[src/rtl/adc_wave_meas_pkg.sv]
// Shared definitions for the ADC waveform measurement block.
//   state_e : measurement FSM states
//   XCNT_W  : width of the rising-crossing count result
//   SPAN_W  : width of the crossing-span result (sys_clk cycles)
package adc_wave_meas_pkg;

  typedef enum logic [1:0] {
    S_IDLE = 2'd0,
    S_ARM  = 2'd1,
    S_MEAS = 2'd2,
    S_DONE = 2'd3
  } state_e;

  localparam int unsigned XCNT_W = 16;
  localparam int unsigned SPAN_W = 32;

endpackage

[src/rtl/adc_wave_meas_clk_gen.sv]
// ADC sample-clock divider and sample-strobe generator.
//   clk_i    : system clock
//   rst_i    : synchronous active-high reset
//   ad_clk_o : 50% duty ADC clock, low for CLK_DIV/2 cycles then high for CLK_DIV/2
//   strobe_o : high for the one sys_clk cycle in which ad_clk_o has just risen
module adc_clk_gen #(
  parameter int unsigned CLK_DIV = 2
) (
  input  logic clk_i,
  input  logic rst_i,
  output logic ad_clk_o,
  output logic strobe_o
);

  localparam int unsigned CNT_W = (CLK_DIV > 2) ? $clog2(CLK_DIV) : 1;
  localparam int unsigned HALF  = CLK_DIV / 2;

  logic [CNT_W-1:0] cnt_q, cnt_d;
  logic             ad_clk_q, ad_clk_d;
  logic             strobe_q, strobe_d;

  // ad_clk and strobe are registered from the next divider value so both
  // change on the same edge and are glitch-free.
  always_comb begin
    cnt_d    = (cnt_q == CNT_W'(CLK_DIV - 1)) ? '0 : cnt_q + 1'b1;
    ad_clk_d = (cnt_d >= CNT_W'(HALF));
    strobe_d = (cnt_d == CNT_W'(HALF));
  end

  always_ff @(posedge clk_i) begin
    if (rst_i) begin
      cnt_q    <= '0;
      ad_clk_q <= 1'b0;
      strobe_q <= 1'b0;
    end else begin
      cnt_q    <= cnt_d;
      ad_clk_q <= ad_clk_d;
      strobe_q <= strobe_d;
    end
  end

  assign ad_clk_o = ad_clk_q;
  assign strobe_o = strobe_q;

endmodule

[src/rtl/adc_wave_meas.sv]
// ADC waveform measurement: over one window of WIN_LEN samples, reports
// min/max/peak-to-peak, count of rising mid-level crossings (with hysteresis),
// sys_clk span between first and last crossing, and an out-of-range flag.
//   sys_clk, sys_rst       : clock, synchronous active-high reset
//   ad_clk                 : generated ADC sample clock
//   ad_data, ad_otr        : ADC sample and out-of-range flag
//   start, busy            : window request pulse / window armed-or-measuring
//   res_valid, res_ack     : result handshake
//   res_min/max/vpp/xcnt/span/otr : window results
module adc_wave_meas
  import adc_wave_meas_pkg::*;
#(
  parameter int unsigned DATA_W  = 8,
  parameter int unsigned CLK_DIV = 2,
  parameter int unsigned WIN_LEN = 1024,
  parameter int unsigned HYST    = 4
) (
  input  logic              sys_clk,
  input  logic              sys_rst,
  output logic              ad_clk,
  input  logic [DATA_W-1:0] ad_data,
  input  logic              ad_otr,
  input  logic              start,
  output logic              busy,
  output logic              res_valid,
  input  logic              res_ack,
  output logic [DATA_W-1:0] res_min,
  output logic [DATA_W-1:0] res_max,
  output logic [DATA_W-1:0] res_vpp,
  output logic [XCNT_W-1:0] res_xcnt,
  output logic [SPAN_W-1:0] res_span,
  output logic              res_otr
);

  localparam int unsigned SCNT_W = $clog2(WIN_LEN + 1);
  localparam logic [DATA_W:0] HYST_W = (DATA_W + 1)'(HYST);
  localparam logic [DATA_W:0] MAX_W  = {1'b0, {DATA_W{1'b1}}};

  logic strobe;

  adc_clk_gen #(
    .CLK_DIV(CLK_DIV)
  ) u_clk_gen (
    .clk_i   (sys_clk),
    .rst_i   (sys_rst),
    .ad_clk_o(ad_clk),
    .strobe_o(strobe)
  );

  state_e            state_q, state_d;
  logic [DATA_W-1:0] min_q, min_d, max_q, max_d;
  logic              otr_q, otr_d;
  logic [SCNT_W-1:0] scnt_q, scnt_d;
  logic [XCNT_W-1:0] xcnt_q, xcnt_d;
  logic              armed_q, armed_d;
  logic              first_q, first_d;
  logic [SPAN_W-1:0] span_cnt_q, span_cnt_d;
  logic [SPAN_W-1:0] span_last_q, span_last_d;

  logic              res_valid_q, res_valid_d;
  logic [DATA_W-1:0] res_min_q, res_min_d, res_max_q, res_max_d, res_vpp_q, res_vpp_d;
  logic [XCNT_W-1:0] res_xcnt_q, res_xcnt_d;
  logic [SPAN_W-1:0] res_span_q, res_span_d;
  logic              res_otr_q, res_otr_d;

  // Per-sample datapath: running extremes including the current sample,
  // mid-level and saturated hysteresis thresholds.
  logic [DATA_W-1:0] min_upd, max_upd;
  logic [DATA_W:0]   smp_w, mid_w, lo_thr, hi_sum, hi_thr;
  logic [SPAN_W-1:0] span_inc;

  always_comb begin
    min_upd  = (ad_data < min_q) ? ad_data : min_q;
    max_upd  = (ad_data > max_q) ? ad_data : max_q;
    smp_w    = {1'b0, ad_data};
    mid_w    = ({1'b0, min_upd} + {1'b0, max_upd}) >> 1;
    lo_thr   = (mid_w > HYST_W) ? (mid_w - HYST_W) : '0;
    hi_sum   = mid_w + HYST_W;
    hi_thr   = (hi_sum > MAX_W) ? MAX_W : hi_sum;
    span_inc = (span_cnt_q == '1) ? span_cnt_q : span_cnt_q + 1'b1;
  end

  always_comb begin
    state_d     = state_q;
    min_d       = min_q;
    max_d       = max_q;
    otr_d       = otr_q;
    scnt_d      = scnt_q;
    xcnt_d      = xcnt_q;
    armed_d     = armed_q;
    first_d     = first_q;
    span_cnt_d  = span_cnt_q;
    span_last_d = span_last_q;
    res_valid_d = res_valid_q;
    res_min_d   = res_min_q;
    res_max_d   = res_max_q;
    res_vpp_d   = res_vpp_q;
    res_xcnt_d  = res_xcnt_q;
    res_span_d  = res_span_q;
    res_otr_d   = res_otr_q;

    unique case (state_q)
      S_IDLE: begin
        if (start) state_d = S_ARM;
      end
      S_ARM: begin
        if (strobe) begin
          state_d     = S_MEAS;
          min_d       = '1;
          max_d       = '0;
          otr_d       = 1'b0;
          scnt_d      = '0;
          xcnt_d      = '0;
          armed_d     = 1'b0;
          first_d     = 1'b0;
          span_cnt_d  = '0;
          span_last_d = '0;
        end
      end
      S_MEAS: begin
        // Span counter runs every sys_clk once the first crossing is seen.
        if (first_q) span_cnt_d = span_inc;
        if (strobe) begin
          min_d  = min_upd;
          max_d  = max_upd;
          otr_d  = otr_q | ad_otr;
          scnt_d = scnt_q + 1'b1;
          if (armed_q && (smp_w > hi_thr)) begin
            armed_d = 1'b0;
            if (xcnt_q != '1) xcnt_d = xcnt_q + 1'b1;
            if (!first_q) begin
              first_d    = 1'b1;
              span_cnt_d = '0;
            end else begin
              span_last_d = span_inc;
            end
          end else if (smp_w < lo_thr) begin
            armed_d = 1'b1;
          end
          if (scnt_q == SCNT_W'(WIN_LEN - 1)) state_d = S_DONE;
        end
      end
      S_DONE: begin
        if (!res_valid_q) begin
          res_valid_d = 1'b1;
          res_min_d   = min_q;
          res_max_d   = max_q;
          res_vpp_d   = max_q - min_q;
          res_xcnt_d  = xcnt_q;
          res_span_d  = span_last_q;
          res_otr_d   = otr_q;
        end else if (res_ack) begin
          res_valid_d = 1'b0;
          state_d     = S_IDLE;
        end
      end
      default: state_d = S_IDLE;
    endcase
  end

  always_ff @(posedge sys_clk) begin
    if (sys_rst) begin
      state_q     <= S_IDLE;
      min_q       <= '0;
      max_q       <= '0;
      otr_q       <= 1'b0;
      scnt_q      <= '0;
      xcnt_q      <= '0;
      armed_q     <= 1'b0;
      first_q     <= 1'b0;
      span_cnt_q  <= '0;
      span_last_q <= '0;
      res_valid_q <= 1'b0;
      res_min_q   <= '0;
      res_max_q   <= '0;
      res_vpp_q   <= '0;
      res_xcnt_q  <= '0;
      res_span_q  <= '0;
      res_otr_q   <= 1'b0;
    end else begin
      state_q     <= state_d;
      min_q       <= min_d;
      max_q       <= max_d;
      otr_q       <= otr_d;
      scnt_q      <= scnt_d;
      xcnt_q      <= xcnt_d;
      armed_q     <= armed_d;
      first_q     <= first_d;
      span_cnt_q  <= span_cnt_d;
      span_last_q <= span_last_d;
      res_valid_q <= res_valid_d;
      res_min_q   <= res_min_d;
      res_max_q   <= res_max_d;
      res_vpp_q   <= res_vpp_d;
      res_xcnt_q  <= res_xcnt_d;
      res_span_q  <= res_span_d;
      res_otr_q   <= res_otr_d;
    end
  end

  assign busy      = (state_q == S_ARM) || (state_q == S_MEAS);
  assign res_valid = res_valid_q;
  assign res_min   = res_min_q;
  assign res_max   = res_max_q;
  assign res_vpp   = res_vpp_q;
  assign res_xcnt  = res_xcnt_q;
  assign res_span  = res_span_q;
  assign res_otr   = res_otr_q;

endmodule

[config.mk]
export PLATFORM = sky130hd
export DESIGN_NAME = adc_wave_meas
export DESIGN_NICKNAME = d
export VERILOG_FILES = /design/src/rtl/adc_wave_meas_pkg.sv /design/src/rtl/adc_wave_meas_clk_gen.sv /design/src/rtl/adc_wave_meas.sv
export SDC_FILE = /design/constraint.sdc
export NUM_CORES = 1
export LEC_CHECK = 0
export CORE_MARGIN = 2
export CORE_UTILIZATION = 40
export CTS_CLUSTER_DIAMETER = 200
export CTS_CLUSTER_SIZE = 16
export DETAILED_ROUTE_END_ITERATION = 8
export DONT_BUFFER_PORTS = 1
export GPL_TIMING_DRIVEN = 1
export PLACE_DENSITY = 0.59
export SYNTH_ARGS = -nofsm -noshare
export SYNTH_HDL_FRONTEND = slang
export SYNTH_SLANG_ARGS = --single-unit
[constraint.sdc]
create_clock -name sys_clk -period 16.1 [get_ports sys_clk]
set_input_delay 3.22 -clock sys_clk [delete_from_list [all_inputs] [get_ports sys_clk]]
set_output_delay 3.22 -clock sys_clk [all_outputs]
set_load 0.05 [all_outputs]
==> flow_metrics.tcl <==
set metrics [dict create \
    num-fill-cells 2405 \
    pre_cts_slack_ns 5.885 \
    syn_avg_cell_area_um2 7.966 \
    ys_seq_area_share_pct 38.84 \
    drc 0 \
    synth_common_cells "221 x nand2_1, 187 x dfxtp_1, 135 x a21oi_1" \
    rows 56 \
    grt_pass1_wl_um 40100 \
    power_density_nw_per_um2 128.8 \
    ir_drop_v 0.00009712 \
    regToRegSetupSlack_ns 8.39 \
    status "finished, final reports clean" \
    synthTopCellsByArea "dfxtp_1 39%, nand2_1 8.6%, ha_1 7.4%" \
    timing.rr.end "span_cnt_q[24]" \
    numCtsBuffers 17 \
    finalCritPeriodShare_pct 61.40 \
    initial_utilization_pct 40.94 \
    slew_headroom_pct 35.84 \
    grt_max_degree 154 \
    htreeDepth 4 \
    grt_pass1_vias 7451 \
    use_met3_pct 3.829 \
    crit_fanout 20 \
    insertion_delay_ns 0.44 \
    core_um2 23540 \
    place_congestion 0.8851 \
    post_cts_buffers 0 \
    syn-cell-area_um2 9639 \
    synth_top_area_cell "dfxtp_1" \
    synth_flop_cell "dfxtp_1" \
    routed_wl_um 24340 \
    layout.nets 1248 \
    synth_top_area_share_pct 38.84 \
    io_pins 89 \
    ant_nets 0 \
    worst_slack_ns 6.214 \
    avgRoutedWirePerCell_um 16.14 \
    critPathArrivalTime_ns 10.25 \
    drive_gt1_share_pct 6.056 \
    tightest_slew_ns 0.9623 \
    io_buffers 0 \
    dieWidth_um 159.2 \
    ys_warn_count 0 \
    fin_util_pct 44.37 \
    met1_usage_pct 27.66 \
    grt_use_met2_pct 29.57 \
    clock.fmax_mhz 101.2 \
    report.final.slew_viol_count 0 \
    fin_setup_tns_ns 0 \
    cts_tree "done" \
    cp-startpoint "ad_data[7]" \
    holdCritStartpoint "otr_q" \
    dr.pass1.iters 5 \
    synthArstFlopShare_pct 0 \
    antenna_found_initial 0 \
    hold_class "reg -> reg" \
    die_h_um 159.2 \
    cts_buffer_depth 2 \
    vias 8053 \
    rsz0062_at_grt "false" \
    synth-edff-count 0 \
    synth_cell_types 71 \
    required_ns 16.47 \
    cp-start-kind "input pin" \
    crit_type "in -> reg" \
    cp-endpoint "span_cnt_q[24]" \
    p_leak_nw 3.677 \
    numClockSinks 187 \
    path_clk_slew_ns 0.07 \
    syn-num-nets 1282 \
    period_needed_ns 9.886 \
    area_growth_pct 8.373 \
    finalHoldViolations 0 \
    drtIter0Drc 567 \
    root_buffer "clkbuf_16" \
    crit_path_end_kind "flop" \
    dpl.hpwl_um 17320 \
    r2r_start "max_q[7]" \
    grt_overflow_total 0 \
    setup_violations 0 \
    hold_buffers 0 \
    viasPerCell 5.340 \
    busiest_layer "met2" \
    skew_ns 0.01647 \
    antenna-diode-count 0 \
    synth-seq-cells 187 \
    cts-resized-gates 0 \
    dieArea_um2 25360 \
    maxCapViolations 0 \
    synthCells 1210 \
    gr-usage-all-layers_pct 19.34 \
    yosysMostFrequentCell "nand2_1" \
    r2r_cells 24 \
]
[report_power, final]
group          total (mW)  switching [mW]  leakage, nW  internal (mW)
Clock               0.419           0.195        0.283          0.224
Sequential          0.502          0.0266         1.51          0.475
Combinational       0.426           0.260         1.89          0.166
Total                1.35           0.481         3.68          0.865
[cell usage in the layout (no fill, tap or decap), types with 3 or more instances in the layout]
cell type | netlist | routed
mux2i_1 | 5 | 5
a221oi_1 | 3 | 3
nand3_1 | 31 | 31
xnor2_1 | 34 | 34
a22oi_1 | 35 | 35
nor2_1 | 122 | 122
nand2b_1 | 6 | 5
o31ai_1 | 3 | 3
buf_4 | 0 | 7
nor3_1 | 18 | 18
inv_8 | 0 | 3
or3_1 | 15 | 15
or2_1 | 5 | 5
o22ai_1 | 6 | 6
and3_1 | 15 | 15
a21oi_1 | 135 | 135
o21a_1 | 7 | 7
nor4_1 | 4 | 4
a22o_1 | 4 | 4
xor2_1 | 24 | 24
nand2_1 | 221 | 221
clkbuf_16 | 0 | 17
and4_1 | 5 | 5
dfxtp_1 | 187 | 187
a211oi_1 | 4 | 4
o21ai_0 | 55 | 55
inv_1 | 38 | 38
mux2_2 | 8 | 8
a21o_1 | 12 | 12
nor3_2 | 6 | 6
inv_6 | 0 | 6
and2_1 | 10 | 10
nor2b_1 | 10 | 9
nand4_1 | 10 | 10
nand3b_1 | 11 | 11
ha_1 | 57 | 57
[worst min-delay path by stage]
stage | endpoint | depth (start not counted) | slack, ns
finish | res_otr | 2 | 0.45
global route | res_span[2] | 2 | 0.47
CTS | res_otr | 2 | 0.45
detailed placement | res_otr | 2 | 0.44
global placement | res_otr | 2 | 0.44
floorplan | span_last_q[10] | 2 | 0.42
[sequential cells by signal, summed over array words and instances (netlist names), 11 cells and up]
name         flops
span_cnt_q      32
res_xcnt        16
res_span        32
span_last_q     32
xcnt_q          16
scnt_q          11
[per-stage QoR]
| step | area (um2) | hold slack, ns | power, mW | cells |
|---|---|---|---|---|
| after detailed placement | 9871 | 0.4392 | 0.9355 | 1476 |
| after CTS | 10450 | 0.4497 | 1.354 | 1508 |
| after global placement | 9871 | 0.4351 | 0.9310 | 1476 |
| after global routing | 10450 | 0.4685 | 1.429 | 1508 |
| after floorplan | 9639 | 0.4249 | 0.8507 | 1210 |
| final | 10450 | 0.4461 | 1.346 | 1508 |
[critical path, stage by stage]
cell and delay (ns):
ha_1 0.32, a21oi_1 0.14, o21ai_0 0.18, nor2b_1 0.20
nor2_1 0.60, mux2_2 0.43, ha_1 0.39, nand2_1 0.11
nor3_1 0.17, nor4b_1 0.32, nor3_2 0.08, xnor2_1 0.73
and3_1 0.41, a21oi_1 0.10, ha_1 0.30, a21o_1 0.16
a21o_1 0.17, a211oi_1 0.23, a21bo_2 0.29, o311a_1 0.48
nand2_1 0.55, or3_1 0.53, a21oi_1 0.14
[per-layer routing]
metal	share of wire (%)	vias to the layer above	routed length, um
met1	51	3759	12320
met4	1.2	0	299
met2	44	159	10600
met3	4.6	20	1127
met5	0	-	0
li1	-	4115	-
[cell type report]
| type | instances | area (um2) | share of cell area [%] |
|---|---|---|---|
| Multi-Input combinational cell | 924 | 5529 | 52.93 |
| Sequential cell | 187 | 3744 | 35.84 |
| Clock buffer | 20 | 446.7 | 4.276 |
| Tap cell | 319 | 399.1 | 3.821 |
| Inverter | 39 | 146.4 | 1.401 |
| Clock inverter | 12 | 128.9 | 1.234 |
| Timing Repair Buffer | 7 | 52.55 | 0.5031 |
[cells by family after synthesis]
kind of cell	Yosys count	share of synthesized area (%)
fa+ha+maj	60	7.931
buf+inv	99	3.985
xor+xnor	59	5.439
compound gates	292	18.45
flops	187	38.84
mux	13	1.454
simple gates	500	23.91
Note: power is estimated with default switching activity, not from simulation.
